$ cat src/rtl/memristor_booth_pkg.sv
// Shared types and constants for the radix-2 Booth multiplier.
// Holds the FSM state type and the Booth pair codes for {Q0, Q(-1)}.
package memristor_booth_pkg;

  typedef enum logic [1:0] {
    StIdle = 2'b00,
    StRun  = 2'b01,
    StDone = 2'b10
  } state_e;

  localparam logic [1:0] BoothNop0 = 2'b00;
  localparam logic [1:0] BoothAdd  = 2'b01;
  localparam logic [1:0] BoothSub  = 2'b10;
  localparam logic [1:0] BoothNop1 = 2'b11;

endpackage

$ cat src/rtl/memristor_booth_step.sv
// One radix-2 Booth step: conditional add/subtract of M into A, then an
// arithmetic right shift of {A, Q, Q(-1)} by one position.
module memristor_booth_step
  import memristor_booth_pkg::*;
#(
  parameter int unsigned WIDTH = 8
) (
  input  logic [WIDTH:0] a_i,
  input  logic [WIDTH:0] q_i,
  input  logic           qm1_i,
  input  logic [WIDTH:0] m_i,
  output logic [WIDTH:0] a_o,
  output logic [WIDTH:0] q_o,
  output logic           qm1_o
);

  logic [WIDTH+1:0] a_ext;
  logic [WIDTH+1:0] m_ext;
  logic [WIDTH+1:0] sum;

  // One guard bit above the WIDTH+1 register keeps A +/- M exact for every operand.
  always_comb begin
    a_ext = {a_i[WIDTH], a_i};
    m_ext = {m_i[WIDTH], m_i};
    sum   = a_ext;
    unique case ({q_i[0], qm1_i})
      BoothNop0: sum = a_ext;
      BoothAdd:  sum = a_ext + m_ext;
      BoothSub:  sum = a_ext - m_ext;
      BoothNop1: sum = a_ext;
    endcase
    a_o   = sum[WIDTH+1:1];
    q_o   = {sum[0], q_i[WIDTH:1]};
    qm1_o = q_i[0];
  end

endmodule

$ cat src/rtl/memristor_booth_mul_n.sv
// Sequential radix-2 Booth multiplier, signed or unsigned WIDTH-bit operands.
// The top level owns the FSM, iteration counter and all state registers.
module memristor_booth_mul_n
  import memristor_booth_pkg::*;
#(
  parameter int unsigned WIDTH = 8
) (
  input  logic                 clk,
  input  logic                 rst_n,
  input  logic                 start,
  input  logic                 signed_mode,
  input  logic [WIDTH-1:0]     multiplicand,
  input  logic [WIDTH-1:0]     multiplier,
  output logic                 busy,
  output logic                 done,
  output logic [2*WIDTH-1:0]   product
);

  localparam int unsigned ITER_S = WIDTH;
  localparam int unsigned ITER_U = WIDTH + 1;
  localparam int unsigned CntW   = $clog2(ITER_U + 1);

  state_e             state_q;
  logic [CntW-1:0]    cnt_q;
  logic [WIDTH:0]     a_q;
  logic [WIDTH:0]     q_q;
  logic [WIDTH:0]     m_q;
  logic               qm1_q;
  logic               mode_q;
  logic               busy_q;
  logic               done_q;
  logic [2*WIDTH-1:0] product_q;

  logic [WIDTH:0]     a_nxt;
  logic [WIDTH:0]     q_nxt;
  logic               qm1_nxt;
  logic [2*WIDTH-1:0] product_nxt;
  logic               ext_m;
  logic               ext_q;

  assign ext_m = signed_mode & multiplicand[WIDTH-1];
  assign ext_q = signed_mode & multiplier[WIDTH-1];

  memristor_booth_step #(
    .WIDTH (WIDTH)
  ) u_step (
    .a_i   (a_q),
    .q_i   (q_q),
    .qm1_i (qm1_q),
    .m_i   (m_q),
    .a_o   (a_nxt),
    .q_o   (q_nxt),
    .qm1_o (qm1_nxt)
  );

  // Signed mode runs one step fewer, so its product sits one bit higher in {A,Q}.
  always_comb begin
    if (mode_q) begin
      product_nxt = {a_nxt[WIDTH-1:0], q_nxt[WIDTH:1]};
    end else begin
      product_nxt = {a_nxt[WIDTH-2:0], q_nxt};
    end
  end

  // busy/done are registered from the state, so they trail it by one cycle.
  always_ff @(posedge clk or negedge rst_n) begin
    if (!rst_n) begin
      state_q   <= StIdle;
      cnt_q     <= '0;
      a_q       <= '0;
      q_q       <= '0;
      m_q       <= '0;
      qm1_q     <= 1'b0;
      mode_q    <= 1'b0;
      busy_q    <= 1'b0;
      done_q    <= 1'b0;
      product_q <= '0;
    end else begin
      busy_q <= (state_q == StRun);
      done_q <= (state_q == StDone);
      unique case (state_q)
        StIdle: begin
          if (start) begin
            a_q     <= '0;
            q_q     <= {ext_q, multiplier};
            m_q     <= {ext_m, multiplicand};
            qm1_q   <= 1'b0;
            mode_q  <= signed_mode;
            cnt_q   <= signed_mode ? CntW'(ITER_S) : CntW'(ITER_U);
            state_q <= StRun;
          end
        end
        StRun: begin
          a_q   <= a_nxt;
          q_q   <= q_nxt;
          qm1_q <= qm1_nxt;
          cnt_q <= cnt_q - CntW'(1);
          if (cnt_q == CntW'(1)) begin
            product_q <= product_nxt;
            state_q   <= StDone;
          end
        end
        StDone: begin
          state_q <= StIdle;
        end
        default: begin
          state_q <= StIdle;
        end
      endcase
    end
  end

  assign busy    = busy_q;
  assign done    = done_q;
  assign product = product_q;

endmodule

$ cat config.mk
export PLATFORM = sky130hd
export DESIGN_NAME = memristor_booth_mul_n
export DESIGN_NICKNAME = d
export VERILOG_FILES = /design/src/rtl/memristor_booth_pkg.sv /design/src/rtl/memristor_booth_step.sv /design/src/rtl/memristor_booth_mul_n.sv
export SDC_FILE = /design/constraint.sdc
export NUM_CORES = 1
export LEC_CHECK = 0
export ABC_AREA = 1
export BUFFER_PORTS_ARGS = -buffer_cell sky130_fd_sc_hd__buf_2
export CORE_MARGIN = 1
export CORE_UTILIZATION = 41
export CTS_BUF_LIST = sky130_fd_sc_hd__clkbuf_8
export DETAILED_ROUTE_END_ITERATION = 8
export SLEW_MARGIN = 5
export SYNTH_ARGS = -nofsm -noshare
export SYNTH_HDL_FRONTEND = slang
export SYNTH_HIERARCHICAL = 1
export SYNTH_SLANG_ARGS = --single-unit
$ cat constraint.sdc
create_clock -name clk -period 2.8 [get_ports clk]
set_input_delay 0.14 -clock clk [delete_from_list [all_inputs] [get_ports clk]]
set_output_delay 0.14 -clock clk [all_outputs]
set_load 0.005 [all_outputs]
-- Yosys cells after proc, flatten, opt, wreduce, memory -nomap -nowiden
Index checks and enable logic that the tools add are counted.
- $add $sub $neg: 3
- $mul: 0
- div/mod/pow operators: 0
- magnitude comparators: 0
- eq/ne operators: 9
- shifts and indexed selects: 0
- mux-type cells: 14
- bitwise gates (word level): 2
- reduce and logical (&&, ||, !) cells: 9
- operators with widths (kind ; count):
    9-bit one-hot mux with 2 select lines ; 2
    10-bit one-hot mux with 3 select lines ; 1
    9-bit 2-to-1 mux ; 2
    16-bit 2-to-1 mux ; 1
    9-bit by 9-bit adder with 10-bit output ; 1
    9-bit by 9-bit subtractor with 10-bit output ; 1
    4-bit one-hot mux with 2 select lines ; 1
    2-bit AND reduction ; 4
    2-bit == test, second input constant ; 3
    2-bit by 1-bit == test with 1-bit output, second input constant ; 2
    4-bit by 1-bit == test with 1-bit output, second input constant ; 1
    2-bit zero test ; 2
    2-bit 2-to-1 mux ; 2
    4-bit 2-to-1 mux ; 1
    2-bit != test, second input constant ; 2
    2-bit one-hot mux with 2 select lines ; 1
    4-bit by 1-bit subtractor with 4-bit output, second input constant ; 1
    3-bit AND reduction ; 1
    1-bit AND ; 2
    1-bit 2-to-1 mux ; 2
    2-bit by 1-bit != test with 1-bit output, second input constant ; 1
    1-bit one-hot mux with 2 select lines ; 1
    2-bit nonzero test ; 1
    2-bit OR reduction ; 1
- register bits after elaboration: 53
- bits in latches: 0
- RAM bits: 0
- ROM bits: 0
- input bits: 20
- output and inout port bits: 18
- logic and storage cells: 48
- memories kept: 0

-- Depth between registers and ports, before layout
- word-level depth: 4
- gate-level depth with buffers: 22
- depth with buffers taken out: 21

-- By module
The synthesis kept the hierarchy.
- by module, submodules not included (module ; instances ; cells each ; area an instance (um2) ; sequential area each (um2)):
    memristor_booth_mul_n ; 1 ; 291 ; 2437.3 ; 1326.3
    memristor_booth_step ; 1 ; 154 ; 894.6 ; 0.0

-- Worst setup path before layout
No wires, ideal clock.
- path type: register to register
- start point: register q_q[0]
- end point: register product_q[15] (netlist: product[15])
- setup time: 0.116 ns
- arrival: 2.281 ns
- data required time: 2.684 ns
- setup slack: 0.402 ns
- stages on the path, launching flop included: 21
- buffers on the path: 1
- clock period less this slack: 2.398 ns
- path through: dfrtp_1 ha_1 buf_2 a21oi_1 xor2_1 inv_1 ha_1 nand2_1 inv_1 nand2_1 nand2_2 a21oi_2 inv_1 nand2_1 nand3_1 nand3_1 nand2_1 inv_1 o21ai_0 nand2_1 nand2_1
- cells in the longest elaborated chain, start to end: 4
- elaborated cells on any way between the ends: 7
- classes of those cells: eq/ne: 3; mux: 2; reduce/logical: 2
- RTL lines (item ; RTL line ; source):
    from (decl) ; memristor_booth_mul_n.sv:26 ; logic [WIDTH:0] q_q;
    from (signal assigned) ; memristor_booth_mul_n.sv:85 ; q_q <= {ext_q, multiplier};
    from (signal assigned) ; memristor_booth_mul_n.sv:95 ; q_q <= q_nxt;
    2-bit == test or 2-bit zero test (tied branches) ; memristor_booth_step.sv:26 ; unique case ({q_i[0], qm1_i})
    2-bit OR reduction (no source line) ; n/a ;
    10-bit one-hot mux with 3 select lines * ; memristor_booth_step.sv:26 ;
    via a_nxt[6] ; memristor_booth_mul_n.sv:34 ; logic [WIDTH:0] a_nxt;
    16-bit 2-to-1 mux * ; memristor_booth_mul_n.sv:58 ; if (mode_q) begin
    to (signal assigned) ; memristor_booth_mul_n.sv:99 ; product_q <= product_nxt;
    to (decl) ; memristor_booth_mul_n.sv:32 ; logic [2*WIDTH-1:0] product_q;
The timed path passes the listed nets; every way through them passes the cells marked *.
A chain may end at the register's enable or synchronous reset.

-- Final worst setup path
- start point: register m_q[1]
- end point: register product_q[14] (netlist: product[14])
- cells in the longest elaborated chain, start to end: 3
- elaborated cells on any way between the ends: 4
- classes of those cells: add/sub: 2; mux: 2
- RTL lines (item ; RTL line ; source):
    from (decl) ; memristor_booth_mul_n.sv:27 ; logic [WIDTH:0] m_q;
    from (signal assigned) ; memristor_booth_mul_n.sv:86 ; m_q <= {ext_m, multiplicand};
    9-bit by 9-bit subtractor with 10-bit output or 9-bit by 9-bit adder with 10-bit output (tied branches) ; memristor_booth_step.sv:29, memristor_booth_step.sv:28 ;
    10-bit one-hot mux with 3 select lines * ; memristor_booth_step.sv:26 ;
    via a_nxt[6] ; memristor_booth_mul_n.sv:34 ;
    16-bit 2-to-1 mux * ; memristor_booth_mul_n.sv:58 ;
Marks and branches as above.

==> run summary <==
Final GP Congestion - 0.823
clock buffer count from CTS - 5
detailed-route wire length per cell - 12.8 um
I/O Buffers - 37
gr busiest metal - met2
DP HPWL - 5.29 mm
Max Cap Violations - 0
synthesized instance count - 445
largest net degree at the start of global routing - 33
Hold Violations, Final - 0
DRT iter0 DRCs - 136
CP Capture Type - register
Setup Viol. Count Final - 0
Total Routing Usage GR - 18.5%
Worst Tran Pin Value - 0.790 ns
Critical-path top delay cell - dfrtp_1
Critical Path Start Type - register
Nets - 504
Worst IR Drop VDD - 0.481 mV
final hold slack - 0.0246 ns
Tmin final - 2.52 ns
synth unique cells - 35
Main synth FF type - dfrtp_1
DP Area - 0.00350 sq mm
core area - 0.00781 sq mm
Async SR Flop Fraction - 100%
DRT Pass-1 Iters - 4
CP required - 3.01 ns
power per cell area - 1390 mW/mm^2
status - complete, no violations
clk root buf - clkbuf_8
Crit Path Category - register to register
vias per cell - 4.88
Syn Area/Cell - 7.49 sq um
post-route cell area - 0.00363 sq mm
number of global-route vias before repair - 2684
sequential-to-total area share from yosys stat - 39.8%
Post-synth EDFFs - 0
worst r2r path cells - 18
synthesized area - 0.00333 sq mm
Final Slew Violations - 0
Synth area leader - dfrtp_1
top cell type's share of synthesized area - 39.8%
LEAKAGE - 1.97 nW
Fmax achieved - 397 MHz
Post-CTS Setup Bufs - 0
max incr delay on CP - 0.39 ns
initial antenna violation count - 0
Final Core Density - 46.5%
Arr. time, crit path - 2.73 ns
most frequent cell after synthesis - nand2_1
Die X - 92.2 um
CTS clk-pin slew, worst paths - 0.10 ns
via count - 2789
M1 GR Usage - 25.0%
Worst Setup EP - product[14]
HP Class - input port to register
most used cell, CP - nand2_1
YS warnings - 6
TritonCTS clock tree - done
clk_lat worst skew - 0.31 ns
post-route clock period utilization - 90.0%
RSZ-0062 raised after global routing - no
DR DRC count - 0
share of cells above drive strength 1 - 18.3%
Syn Nets - 479
setup TNS - 0 ns
Top Ports - 38
number of H-tree levels - 2
DIE HEIGHT - 92.2 um
worst-path cell chain - inv_2 > ha_1 > a21oi_1 > xor2_1 > inv_1 > ha_1 > a21oi_1 > nand2_2 > a21oi_2 > inv_1 > nand2_1 > nand3_1 > nand3_1 > nand2_1 > nand2_1 > o21ai_0 > nand2_1 > nand2_1
max_slew headroom - 47.2%
register bit count reported by yosys - 53
gr ovfl total - 0
Clock Skew - 0.00787 ns
initial core utilization - 42.7%
GR Layer Usage met2 - 30.7%
top cells by area, synth - dfrtp_1 (40%), nand2_1 (20%), nand3_1 (5.1%), ha_1 (4.9%), inv_1 (4.3%)
Die Area - 0.00849 sq mm
first-pass GRT wire length - 12.5 mm
clock sink count - 53
min-delay src - multiplicand[1]
Final ANT Viol Nets - 0
row cnt - 32
worst-path maximum fanout - 5
met3 GRT Util - 3.07%
Routed WL - 7.34 mm
# diodes - 0
R2R Path End - product[14]
Longest Clk Path Bufs - 2
R2R setup slack - 0.28 ns
FF-to-FF Start - m_q[1]
Setup crit start - m_q[1]
power consumption - 5.06 mW
P&R area growth vs syn - 8.86%
top cells by count, synth - nand2_1 (178), dfrtp_1 (53), inv_1 (38), nand3_1 (34), o21ai_0 (27)
-- power by group --
| part | internal (mW) | total [mW] | switching (mW) |
|---|---|---|---|
| sequential | 1.12 | 1.40 | 0.283 |
| clock | 0.193 | 0.440 | 0.247 |
| combinational | 1.24 | 3.21 | 1.98 |
| total | 2.55 | 5.06 | 2.51 |
-- metal layers --
metal  vias to the layer above  wire length [um]
met4                         0                37
met2                        65              3410
li1                       1435                 -
met5                         -                 0
met1                      1285              3560
met3                         4               329
-- layout by cell type (no fill, tap or decap), drive strengths merged, types with 2 or more instances in the layout --
| cell | n |
|---|---|
| a21oi | 7 |
| buf | 41 |
| clkbuf | 6 |
| dfrtp | 53 |
| ha | 13 |
| inv | 44 |
| nand2 | 191 |
| nand3 | 42 |
| nand4 | 2 |
| nor2 | 22 |
| o21ai | 28 |
| o21bai | 3 |
| xnor2 | 2 |
| xor2 | 7 |
-- registers in the layout, summed over array words and instances (netlist names) --
signal and cells:
q_q 9, mode_q 1, done 1, busy 1
a_q 9, product 16, cnt_q 4, qm1_q 1
state_q 2, m_q 9
-- how the worst min path moves through the flow --
stage	slack, ns	endpoint	cells after the start
floorplan	-0.16	a_q[0]	0
global route	0.03	m_q[1]	3
CTS	0.01	m_q[1]	3
detailed placement	0.15	product[15]	1
finish	0.02	m_q[1]	3
global placement	0.14	product[15]	1
-- layout make-up --
type / count / area [sq um]
clock buffer: 6 / 82.6
clock inverter: 1 / 3.75
fill: 816 / 4180
inverter: 44 / 165
multi-input combinational: 324 / 1700
sequential: 53 / 1330
tap: 102 / 128
timing repair buffer: 42 / 225
-- critical path: cells and delay by family (launching register included) --
kind,cells,cell delay (ns)
buffers and inverters,3,0.18
AND/OR/NAND/NOR,8,0.54
AO/OA/AOI/OAI,4,0.62
XOR/XNOR,1,0.15
flip-flops,1,0.39
adder cells (fa/ha/maj),2,0.54
-- stage by stage --
step           std cells  setup WS, ns
2_1_floorplan        445         0.402
3_3_place_gp         564         0.132
3_5_place_dp         564         0.102
4_1_cts              572        0.0844
5_1_grt              572        0.0251
6_report             572         0.281
-- cells by family (layout without fill, tap and decap cells) --
group / after synthesis / count (layout) / share of synthesized area, %
buf+inv: 68 / 93 / 10.3
simple gates: 260 / 260 / 35.2
fa+ha+maj: 14 / 14 / 5.48
flops: 53 / 53 / 39.8
xor+xnor: 9 / 9 / 2.37
compound gates: 41 / 41 / 6.87
-- what timing repair did --
item                                    in CTS  in global routing
endpoints found under the setup margin       0                  8
hold buffers                                 1                  0
resized for setup                            0                  8
hold endpoints to repair                    21                  0
(Power assumes the default switching activity.)
